**src/rtl/fetch_unit_if.sv**
```systemverilog
// Bundle of the fetch stage's memory request channel, decode handoff,
// redirect input and fault outputs. The fetch unit sits on the master side.
interface fetch_unit_if;
    logic        imem_req_valid;
    logic [31:0] imem_req_addr;
    logic        imem_req_ready;
    logic        imem_rsp_valid;
    logic [31:0] imem_rsp_data;
    logic        instr_valid;
    logic [31:0] instr;
    logic [31:0] instr_pc;
    logic        instr_ready;
    logic        redirect_valid;
    logic [31:0] redirect_pc;
    logic        fetch_fault;
    logic [31:0] fault_pc;

    modport master (
        output imem_req_valid,
        output imem_req_addr,
        input  imem_req_ready,
        input  imem_rsp_valid,
        input  imem_rsp_data,
        output instr_valid,
        output instr,
        output instr_pc,
        input  instr_ready,
        input  redirect_valid,
        input  redirect_pc,
        output fetch_fault,
        output fault_pc
    );

    modport slave (
        input  imem_req_valid,
        input  imem_req_addr,
        output imem_req_ready,
        output imem_rsp_valid,
        output imem_rsp_data,
        input  instr_valid,
        input  instr,
        input  instr_pc,
        output instr_ready,
        output redirect_valid,
        output redirect_pc,
        input  fetch_fault,
        input  fault_pc
    );
endinterface

```
**src/rtl/fetch_unit.sv**
```systemverilog
// Instruction fetch stage: owns the PC, issues one instruction-memory read
// at a time, hands the returned word to decode and follows redirects from
// execute. A misaligned redirect target parks the unit in a sticky fault
// state that only reset clears.
module fetch_unit #(
    parameter logic [31:0] RESET_PC = 32'h0000_0000
) (
    input  logic clk,
    input  logic rst_n,
    fetch_unit_if.master bus
);

    typedef enum logic [2:0] {
        S_IDLE,
        S_REQ,
        S_WAIT,
        S_HOLD,
        S_FAULT
    } state_t;

    state_t      state;
    state_t      state_next;

    logic [31:0] pc;
    logic        discard;
    logic [31:0] instr_q;
    logic [31:0] instr_pc_q;
    logic        fetch_fault_q;
    logic [31:0] fault_pc_q;

    logic        req_valid_d;
    logic        instr_valid_d;

    logic        redirect_active;
    logic        redirect_misaligned;
    logic        redirect_aligned;
    logic        req_accept;
    logic        rsp_in_wait;
    logic        capture;
    logic        advance;

    // Event decode shared by the next-state logic and the datapath registers.
    // A redirect only counts in the states that actually fetch.
    always_comb begin
        redirect_active     = bus.redirect_valid &&
                              ((state == S_REQ) || (state == S_WAIT) || (state == S_HOLD));
        redirect_misaligned = redirect_active && (bus.redirect_pc[1:0] != 2'b00);
        redirect_aligned    = redirect_active && (bus.redirect_pc[1:0] == 2'b00);
        req_accept          = (state == S_REQ) && bus.imem_req_ready;
        rsp_in_wait         = (state == S_WAIT) && bus.imem_rsp_valid;
        capture             = rsp_in_wait && !discard && !redirect_active;
        advance             = (state == S_HOLD) && bus.instr_ready && !redirect_active;
    end

    // State register.
    always_ff @(posedge clk) begin
        if (!rst_n) begin
            state <= S_IDLE;
        end else begin
            state <= state_next;
        end
    end

    // Next-state selection; a redirect outranks every other event in the cycle.
    always_comb begin
        state_next = state;
        unique case (state)
            S_IDLE: begin
                state_next = S_REQ;
            end
            S_REQ: begin
                if (redirect_misaligned) begin
                    state_next = S_FAULT;
                end else if (req_accept) begin
                    state_next = S_WAIT;
                end else begin
                    state_next = S_REQ;
                end
            end
            S_WAIT: begin
                if (redirect_misaligned) begin
                    state_next = S_FAULT;
                end else if (redirect_aligned) begin
                    state_next = bus.imem_rsp_valid ? S_REQ : S_WAIT;
                end else if (bus.imem_rsp_valid) begin
                    state_next = discard ? S_REQ : S_HOLD;
                end else begin
                    state_next = S_WAIT;
                end
            end
            S_HOLD: begin
                if (redirect_misaligned) begin
                    state_next = S_FAULT;
                end else if (redirect_aligned || bus.instr_ready) begin
                    state_next = S_REQ;
                end else begin
                    state_next = S_HOLD;
                end
            end
            S_FAULT: begin
                state_next = S_FAULT;
            end
            default: begin
                state_next = S_IDLE;
            end
        endcase
    end

    // Valid outputs are pure decodes of the registered state.
    always_comb begin
        req_valid_d   = 1'b0;
        instr_valid_d = 1'b0;
        unique case (state)
            S_REQ:   req_valid_d   = 1'b1;
            S_HOLD:  instr_valid_d = 1'b1;
            default: begin
                req_valid_d   = 1'b0;
                instr_valid_d = 1'b0;
            end
        endcase
    end

    // PC, discard flag, captured instruction and fault registers.
    always_ff @(posedge clk) begin
        if (!rst_n) begin
            pc            <= RESET_PC;
            discard       <= 1'b0;
            instr_q       <= 32'h0000_0000;
            instr_pc_q    <= 32'h0000_0000;
            fetch_fault_q <= 1'b0;
            fault_pc_q    <= 32'h0000_0000;
        end else begin
            if (redirect_aligned) begin
                pc <= bus.redirect_pc;
            end else if (advance) begin
                pc <= pc + 32'd4;
            end

            if (redirect_misaligned) begin
                discard <= 1'b0;
            end else if (redirect_aligned && (req_accept || ((state == S_WAIT) && !bus.imem_rsp_valid))) begin
                discard <= 1'b1;
            end else if (rsp_in_wait) begin
                discard <= 1'b0;
            end

            if (capture) begin
                instr_q    <= bus.imem_rsp_data;
                instr_pc_q <= pc;
            end

            if (redirect_misaligned) begin
                fetch_fault_q <= 1'b1;
                fault_pc_q    <= bus.redirect_pc;
            end
        end
    end

    assign bus.imem_req_valid = req_valid_d;
    assign bus.imem_req_addr  = pc;
    assign bus.instr_valid    = instr_valid_d;
    assign bus.instr          = instr_q;
    assign bus.instr_pc       = instr_pc_q;
    assign bus.fetch_fault    = fetch_fault_q;
    assign bus.fault_pc       = fault_pc_q;

endmodule

```
**src/flat_wrapper.sv**
```systemverilog
// flat-port wrapper written by rule: the top's interface ports become plain ports
module fetch_unit_flat 
#(
    parameter logic [31:0] RESET_PC = 32'h0000_0000
)
  (clk, rst_n, bus_imem_req_valid, bus_imem_req_addr, bus_imem_req_ready, bus_imem_rsp_valid, bus_imem_rsp_data, bus_instr_valid, bus_instr, bus_instr_pc, bus_instr_ready, bus_redirect_valid, bus_redirect_pc, bus_fetch_fault, bus_fault_pc);
  fetch_unit_if bus_i ();
  input  logic clk;
  input  logic rst_n;
  output wire logic [$bits(bus_i.imem_req_valid)-1:0] bus_imem_req_valid;
  output wire logic [$bits(bus_i.imem_req_addr)-1:0] bus_imem_req_addr;
  input wire logic [$bits(bus_i.imem_req_ready)-1:0] bus_imem_req_ready;
  input wire logic [$bits(bus_i.imem_rsp_valid)-1:0] bus_imem_rsp_valid;
  input wire logic [$bits(bus_i.imem_rsp_data)-1:0] bus_imem_rsp_data;
  output wire logic [$bits(bus_i.instr_valid)-1:0] bus_instr_valid;
  output wire logic [$bits(bus_i.instr)-1:0] bus_instr;
  output wire logic [$bits(bus_i.instr_pc)-1:0] bus_instr_pc;
  input wire logic [$bits(bus_i.instr_ready)-1:0] bus_instr_ready;
  input wire logic [$bits(bus_i.redirect_valid)-1:0] bus_redirect_valid;
  input wire logic [$bits(bus_i.redirect_pc)-1:0] bus_redirect_pc;
  output wire logic [$bits(bus_i.fetch_fault)-1:0] bus_fetch_fault;
  output wire logic [$bits(bus_i.fault_pc)-1:0] bus_fault_pc;
  assign bus_imem_req_valid = bus_i.imem_req_valid;
  assign bus_imem_req_addr = bus_i.imem_req_addr;
  assign bus_i.imem_req_ready = bus_imem_req_ready;
  assign bus_i.imem_rsp_valid = bus_imem_rsp_valid;
  assign bus_i.imem_rsp_data = bus_imem_rsp_data;
  assign bus_instr_valid = bus_i.instr_valid;
  assign bus_instr = bus_i.instr;
  assign bus_instr_pc = bus_i.instr_pc;
  assign bus_i.instr_ready = bus_instr_ready;
  assign bus_i.redirect_valid = bus_redirect_valid;
  assign bus_i.redirect_pc = bus_redirect_pc;
  assign bus_fetch_fault = bus_i.fetch_fault;
  assign bus_fault_pc = bus_i.fault_pc;
  fetch_unit #(.RESET_PC(RESET_PC)) u_core (.clk(clk), .rst_n(rst_n), .bus(bus_i));
endmodule
```
**config.mk**
```make
export PLATFORM = sky130hd
export DESIGN_NAME = fetch_unit_flat
export DESIGN_NICKNAME = d
export VERILOG_FILES = /design/src/rtl/fetch_unit_if.sv /design/src/rtl/fetch_unit.sv /design/src/flat_wrapper.sv
export SDC_FILE = /design/constraint.sdc
export NUM_CORES = 1
export LEC_CHECK = 0
export ABC_AREA = 1
export ABC_CLOCK_PERIOD_IN_PS = 2320
export BUFFER_PORTS_ARGS = -buffer_cell sky130_fd_sc_hd__buf_2
export CAP_MARGIN = 20
export CORE_UTILIZATION = 46
export CTS_CLUSTER_SIZE = 28
export DETAILED_ROUTE_END_ITERATION = 8
export PLACE_DENSITY = 0.74
export SYNTH_ARGS = -nofsm -noshare
export SYNTH_HDL_FRONTEND = slang
export SYNTH_SLANG_ARGS = --single-unit
```
**constraint.sdc**
```tcl
create_clock -name clk -period 2.32 [get_ports clk]
set_input_delay 0.464 -clock clk [delete_from_list [all_inputs] [get_ports clk]]
set_output_delay 0.464 -clock clk [all_outputs]
set_load 0.1 [all_outputs]
```
---- After elaboration in Yosys (flattened, before gate mapping) ----
Cells that the tools add are included.
word-level totals
  output and inout bits ................... 131
  bits in registers ....................... 133
cells by class
  eq/ne operators ......................... 4
  reductions and logical operators ........ 24
  bitwise operators ....................... 1
  mux-type cells .......................... 16
  $add $sub $neg .......................... 1
operators with widths
  operator                 number
  $mux W32                 2
  $add A32 B3 Y32 const B  1
  $mux W3                  5
  $pmux W3 S5              1
  $logic_and A1 B1 Y1      11
  $mux W2                  4
  $eq A3 B2 Y1 const B     2
  $reduce_bool A2 Y1       3
  $logic_or A1 B1 Y1       4
  $mux W1                  4
  $eq A3 B1 Y1 const B     1
  $eq A3 B3 Y1 const B     1
  $logic_not A1 Y1         3
  $logic_not A3 Y1         1
  $logic_not A2 Y1         1
  $reduce_or A2 Y1         1
  $not A1 Y1               1

---- Depth between registers and ports, before layout ----
Gate-level depths: netlist of the first run.
  depth after elaboration ................. 9
  depth in mapped cells ................... 10
  gate-level depth less buffers ........... 10

---- Least setup slack after synthesis of the first run ----
OpenSTA, ideal clock, no wires.
  kind .................................... reg2reg
  start ................................... register u_core.state[2]
  end ..................................... register u_core.pc[6], in the netlist u_core.bus.imem_req_addr[6]
  setup time .............................. 110 ps
  setup slack ............................. -609 ps
  path buffers ............................ 0
  data required time ...................... 2210 ps
  stages on the path, launching flop included .. 11
  data arrival time ....................... 2819 ps
  period minus slack after synthesis ...... 2929 ps
  cells stage by stage .................... dfxtp_1 > clkinv_1 > nand2_1 > nor2_1 > nand3_1 > nand2_1 > inv_1 > nand2_1 > nand3_1 > nand2_1 > inv_1
between the ends
  word-level cells in the longest chain between the ends .. 7
  elaborated cells on any way between the ends .. 12
  those cells by class .................... 3 x eq/ne; 1 x mux; 8 x reduce/logical
RTL lines
  item                                          RTL line           text
  start, declared                               fetch_unit.sv:21   state_t state;
  start signal, assigned                        fetch_unit.sv:60   state <= state_next;
  $eq A3 B1 Y1 or $eq A3 B2 Y1 (tied branches)  fetch_unit.sv:46   ((state == S_REQ) || (state == S_WAIT) || (state == S_HOLD));
  $logic_or A1 B1 Y1 (2 in a row)               fetch_unit.sv:46
  $logic_and A1 B1 Y1                           fetch_unit.sv:45   redirect_active = bus.redirect_valid &&
  $logic_not A1 Y1                              fetch_unit.sv:52   advance = (state == S_HOLD) && bus.instr_ready && !redirect_active;
  $logic_and A1 B1 Y1                           fetch_unit.sv:52
  $reduce_bool A2 Y1 (no line)                  -
  end signal, assigned                          fetch_unit.sv:134  pc <= bus.redirect_pc;
  end signal, assigned                          fetch_unit.sv:136  pc <= pc + 32'd4;
  end, declared                                 fetch_unit.sv:24   logic [31:0] pc;
Parallel ways exist; a longest one is shown, timed or not.
A chain may end at the register's enable or synchronous reset.

---- Worst setup path after layout of the first run ----
  start ................................... register u_core.state[2]
  end ..................................... output port bus_imem_req_valid
between the ends
  word-level cells in the longest chain between the ends .. 2
RTL lines
  item           RTL line            text
  $eq A3 B1 Y1   fetch_unit.sv:113   unique case (state)
  $mux W1        fetch_unit.sv:113
  end, declared  flat_wrapper.sv:10  output wire logic [$bits(bus_i.imem_req_valid)-1:0] bus_imem_req_valid;
No other way between the ends.

==> results.txt, run 1 <==
Worst setup startpoint: u_core.state[2]$_SDFF_PN0_
DRT iter0 DRCs: 522
Max Clk Rate: 0.488 GHz
Proportion of layout cells with a drive suffix above 1: 24.1%
Clock Skews: 7.52 ps
Setup tns final: 0 ps
First-pass GRT wire length: 27900 µm
Via Count: 6242
Synth-to-Final Area Change: 31.6%
Hold Crit Class: input port to flip-flop
Final hold viol count: 0
Max_slew headroom: 64.2%
PnR worst setup slack: 270 ps
Rows: 40
Worst slew pin tran: 536 ps
Core ar.: 12200 µm²
Commonest non-fill, non-tap cells in the layout: nand2_1, buf_2, nor2_1
Synth Area in Compound Gates: 14.0%
PortBufs: 200
Syn Area/Cell: 6.75 µm²
Post-synthesis simple-gate area fraction: 31.0%
Placed Cells: 1199
Xor/xnor share of the synthesized area: 1.51%
ANT cells: 0
LEAKAGE: 3.60 nW
# clock sinks: 133
Syn Std Cell Area: 5800 µm²
Final Net Count: 1121
Synth Area in Adders: 0.216%
Count of hold-fix buffers inserted at cts: 0
Dpl ws: 286 ps
RePlAce Congestion: 0.962
Pre-antenna DRT Iters: 5
Via/cell ratio: 5.07
ANT nets after route: 0
PD cells: 971 nW/µm²
Cts repair resizes: 0
Max-cap violations: 0
Die area: 13100 µm²
Most common cell after layout, fill and taps aside: nand2_1
CP required: 1860 ps
Mapped Nets: 929
GR Overflow Total: 0
Number of CTS-inserted buffers: 17
Register area share after synthesis: 45.9%
Tmin final: 2050 ps
Synthesized flop and latch total: 133
CTS root buffer: clkbuf_16
Final wirelength: 17600 µm
Final non-filler cell total: 1230
Die X: 114 µm
CTS clk-pin slew, worst paths: 60 ps
Setup repair bufs after CTS: 0
Ys Warns: 0
CTS H-tree lvls: 4
I/O pin total: 201
Residual DRC: 0
GRT Util Overall: 27.3%
Count of mapped cells out of synthesis: 858
Largest fanout on the critical path: 6
Critical path class: flip-flop to output pin
Hold Startpoint: bus_imem_rsp_data[15]
Reg-to-Reg Start: u_core.bus.imem_req_addr[2]$_SDFFE_PN0P_
Critical Path End Type: output pin
Period utilization: 88.4%
Vias in the first global route: 5497
Final HPWL DP: 12800 µm
CP startpoint kind: flip-flop
Final setup viols: 0
Clock Tree Buf Depth: 2
Initial Util: 47.7%
WL/cell: 14.3 µm
Main combinational cell family by area after synthesis: simple AND/OR/NAND/NOR gates
Fill cell count: 1184
Post-synthesis mux area share: 0%
Status: completed
Initial antenna violation count: 0
Highest ir drop seen on vdd: 0.000611 V
Clock Latency Late Sink: 420 ps
Die extent in y: 114 µm
Pin count of the biggest net entering global routing: 56
CTS tree: built
Hold Slack: 268 ps
Util after Layout: 62.7%
Critical path arrival: 1590 ps
RSZ-0062 raised after global routing: false
Slew Viols, Final: 0
Synth cell types: 26
-- power by group --
part | switching [mW] | internal, mW | leakage [nW]
registers | 0.116 | 2.46 | 1.08
logic | 1.66 | 0.333 | 2.22
clock network | 0.964 | 1.88 | 0.304
-- worst paths after layout --
path / end / slack, ps / cells past startpoint
min: u_core.bus.instr[15]$_SDFFE_PN0P_ / 270 / 3
max reg2reg: u_core.bus.imem_req_addr[16]$_SDFFE_PN0P_ / 380 / 7
min reg2reg: u_core.bus.fetch_fault$_SDFFE_PN0P_ / 450 / 2
max: bus_imem_req_valid / 270 / 4
-- cells by family after synthesis --
logic type	after synthesis
XOR/XNOR	10
adder cells (fa/ha/maj)	1
buffers and inverters	108
flip-flops	133
AND/OR/NAND/NOR	446
AO/OA/AOI/OAI	160
-- flip-flops by register name (all words and copies together) (netlist names) --
name                      count
u_core.bus.fault_pc          32
u_core.bus.imem_req_addr     32
u_core.bus.instr             32
u_core.bus.instr_pc          32
u_core.state                  3
u_core.bus.fetch_fault        1
u_core.discard                1
-- area by class of cell --
type	count	area, µm²	share of cell area, %
Clock buffer	23	478	6.27
Clock inverter	8	146	1.92
Inverter	62	233	3.05
Multi-Input combinational cell	617	2730	35.8
Sequential cell	133	2660	34.9
Tap cell	168	210	2.76
Timing Repair Buffer	219	1170	15.3
-- stage by stage --
step / area, µm² / power (mW)
after floorplan: 5800 / 4.22
after global placement: 7000 / 4.60
after detailed placement: 7000 / 4.61
after CTS: 7630 / 7.45
after global routing: 7630 / 7.67
final: 7630 / 7.41
-- synthesized netlist by cell type --
master	instances	area, µm²
nand2_2	1	6.26
nand2_1	218	818
nor3_2	1	10.0
buf_4	1	7.51
nor2_2	1	6.26
o21ai_0	65	325
ha_1	1	12.5
o211ai_1	2	15.0
nor2_1	146	548
a21oi_1	80	400
inv_1	57	214
nand4_1	3	18.8
inv_2	3	11.3
dfxtp_1	133	2660
xor2_1	8	70.1
o21ai_1	8	40.0
clkinv_1	2	7.51
xnor2_1	2	17.5
nor3_4	1	16.3
a31oi_1	4	25.0
clkbuf_1	35	131
a22oi_1	1	7.51
buf_2	9	45.0
nand3_1	74	370
buf_1	1	3.75
nor3_1	1	5.00
-- worst max-delay path: stages, from the launching register on --
cell and delay (ps):
dfxtp_1 340, clkinv_1 120, nand2_1 120, nor2_1 140
buf_2 440
-- layer usage --
metal	part of all wire, %	vias up	GRT usage [%]	wire length, µm
met5	0	-	0	0
met4	1.8	0	10.0	320
met3	6.0	30	5.77	1050
met2	47	228	44.0	8350
met1	45	2842	36.0	7920
li1	-	3142	-	-
No activity file was read; power rests on OpenSTA's default activity.
==> inputs of run 2 (changes only) <==
--- a/config.mk
+++ b/config.mk
@@ -13,6 +13,7 @@
 export CTS_CLUSTER_SIZE = 28
 export DETAILED_ROUTE_END_ITERATION = 8
 export PLACE_DENSITY = 0.74
+export RECOVER_POWER = 25
 export SYNTH_ARGS = -nofsm -noshare
 export SYNTH_HDL_FRONTEND = slang
 export SYNTH_SLANG_ARGS = --single-unit
==> results.txt, run 2 (same netlist as run 1, synthesis figures left out) <==
Share of power burned in registers: 34.8%
Reg-to-Reg Start: u_core.bus.imem_req_addr[2]$_SDFFE_PN0P_
Die X: 114 µm
Area of the multi-input gates: 2720 µm²
Period utilization: 89.8%
ANT cells: 0
Cell area after layout: 7580 µm²
Hold Startpoint: bus_imem_rsp_data[15]
Critical Path End Type: output pin
Setup repair bufs after CTS: 0
Critical path class: flip-flop to output pin
Worst setup startpoint: u_core.bus.fault_pc[17]$_SDFFE_PN0P_
Crit-path leading delay family: buffers and inverters
Buf+Inv Stages, Crit Path: 1
Max Clk Rate: 0.480 GHz
CTS H-tree lvls: 4
Slowest stage delay, CP: 870 ps
Cts repair resizes: 0
Storage element area: 2660 µm²
Hold Crit Class: input port to flip-flop
CTS clk-pin slew, worst paths: 60 ps
Slowest CP cell: clkbuf_1
Largest fanout on the critical path: 2
Clock Tree Buf Depth: 2
Via/cell ratio: 5.09
Vias in the first global route: 5497
GR Overflow Total: 0
NetSw: 2.74 mW
CTS root buffer: clkbuf_16
Pre-antenna DRT Iters: 5
Highest ir drop seen on vdd: 0.000615 V
Max_slew headroom: 21.2%
Final setup viols: 0
Count of hold-fix buffers inserted at cts: 0
Pin count of the biggest net entering global routing: 56
Critical path arrival: 1620 ps
Residual DRC: 0
Core ar.: 12200 µm²
Placed cell area: 7000 µm²
LEAKAGE: 3.43 nW
Synth-to-Final Area Change: 30.8%
Initial antenna violation count: 0
GRT Util Overall: 27.3%
Clock Skews: 7.62 ps
Max-cap violations: 0
DRT iter0 DRCs: 481
I/O pin total: 201
Most common cell after layout, fill and taps aside: nand2_1
Worst slew pin tran: 1190 ps
Clock Latency Late Sink: 420 ps
CP startpoint kind: flip-flop
ANT nets after route: 0
Fill cell count: 1192
PortBufs: 200
RePlAce Congestion: 0.962
Initial Util: 47.7%
# clock sinks: 133
Proportion of layout cells with a drive suffix above 1: 20.8%
Status: completed
Sw Ratio: 37.1%
Number of CTS-inserted buffers: 17
Logic pwr share: 26.7%
Tmin final: 2080 ps
First-pass GRT wire length: 27900 µm
Rows: 40
Setup tns final: 0 ps
Power share of the clock group: 38.5%
CP required: 1860 ps
Final hold viol count: 0
Die area: 13100 µm²
CTS tree: built
Commonest non-fill, non-tap cells in the layout: nand2_1, nor2_1, buf_2
Die extent in y: 114 µm
Internal cell power: 4.65 mW
Final Net Count: 1121
Slew Viols, Final: 0
RSZ-0062 raised after global routing: false
WL/cell: 14.3 µm
Final wirelength: 17600 µm
Via Count: 6261
Crit path cell chain: clkbuf_1
Final HPWL DP: 12800 µm
PD cells: 975 nW/µm²
-- run 2: changes by cell type in the layout (fill, tap and decap cells not counted), moves of 3 or more --
cell and change:
buf_2 -55, clkbuf_1 +31, buf_1 +3, clkbuf_2 +22
-- run 2: layer usage --
layer / global-route usage [%] / routed length, µm / up-vias
met2: 44.0 / 8410 / 242
li1: - / - / 3138
met5: 0 / 0 / -
met3: 5.77 / 1090 / 27
met4: 10.0 / 314 / 0
met1: 36.0 / 7820 / 2854
-- run 2: cell type report --
| cell class | count | area share (%) |
|---|---|---|
| Clock buffer | 23 | 6.31 |
| Clock inverter | 8 | 1.93 |
| Inverter | 62 | 3.07 |
| Multi-Input combinational cell | 617 | 35.9 |
| Sequential cell | 133 | 35.1 |
| Tap cell | 168 | 2.77 |
| Timing Repair Buffer | 219 | 14.8 |
-- run 2: final timing paths --
check	endpoint	slack (ps)	cells after the start
worst min register to register	u_core.bus.fetch_fault$_SDFFE_PN0P_	450	2
worst max-delay path	bus_fault_pc[17]	240	1
worst max register to register	u_core.bus.imem_req_addr[16]$_SDFFE_PN0P_	380	7
worst min-delay path	u_core.bus.instr[15]$_SDFFE_PN0P_	270	3
-- run 2: power by group through the flow --
stage,registers (mW),clock network (mW),logic [mW]
global placement,2.61,0,1.98
finish,2.57,2.84,1.97
floorplan,3.74,0,0.485
detailed placement,2.62,0,1.99
global route,2.59,2.99,2.07
CTS,2.57,2.88,1.99
-- run 2: stage by stage --
| step | util (%) | total power [mW] | hold WS [ps] | instances | setup WS [ps] |
|---|---|---|---|---|---|
| global route | 62.3 | 7.66 | 266 | 1230 | 131 |
| global placement | 57.6 | 4.60 | 435 | 1199 | 372 |
| detailed placement | 57.6 | 4.61 | 442 | 1199 | 286 |
| floorplan | - | 4.22 | 489 | 858 | 17.8 |
| CTS | 62.7 | 7.45 | 254 | 1230 | 250 |
| finish | 62.3 | 7.39 | 266 | 1230 | 237 |
-- run 2: tightest hold or removal path: stages --
cell and delay, ps:
buf_2 70, nor2_1 30, nor2_1 80
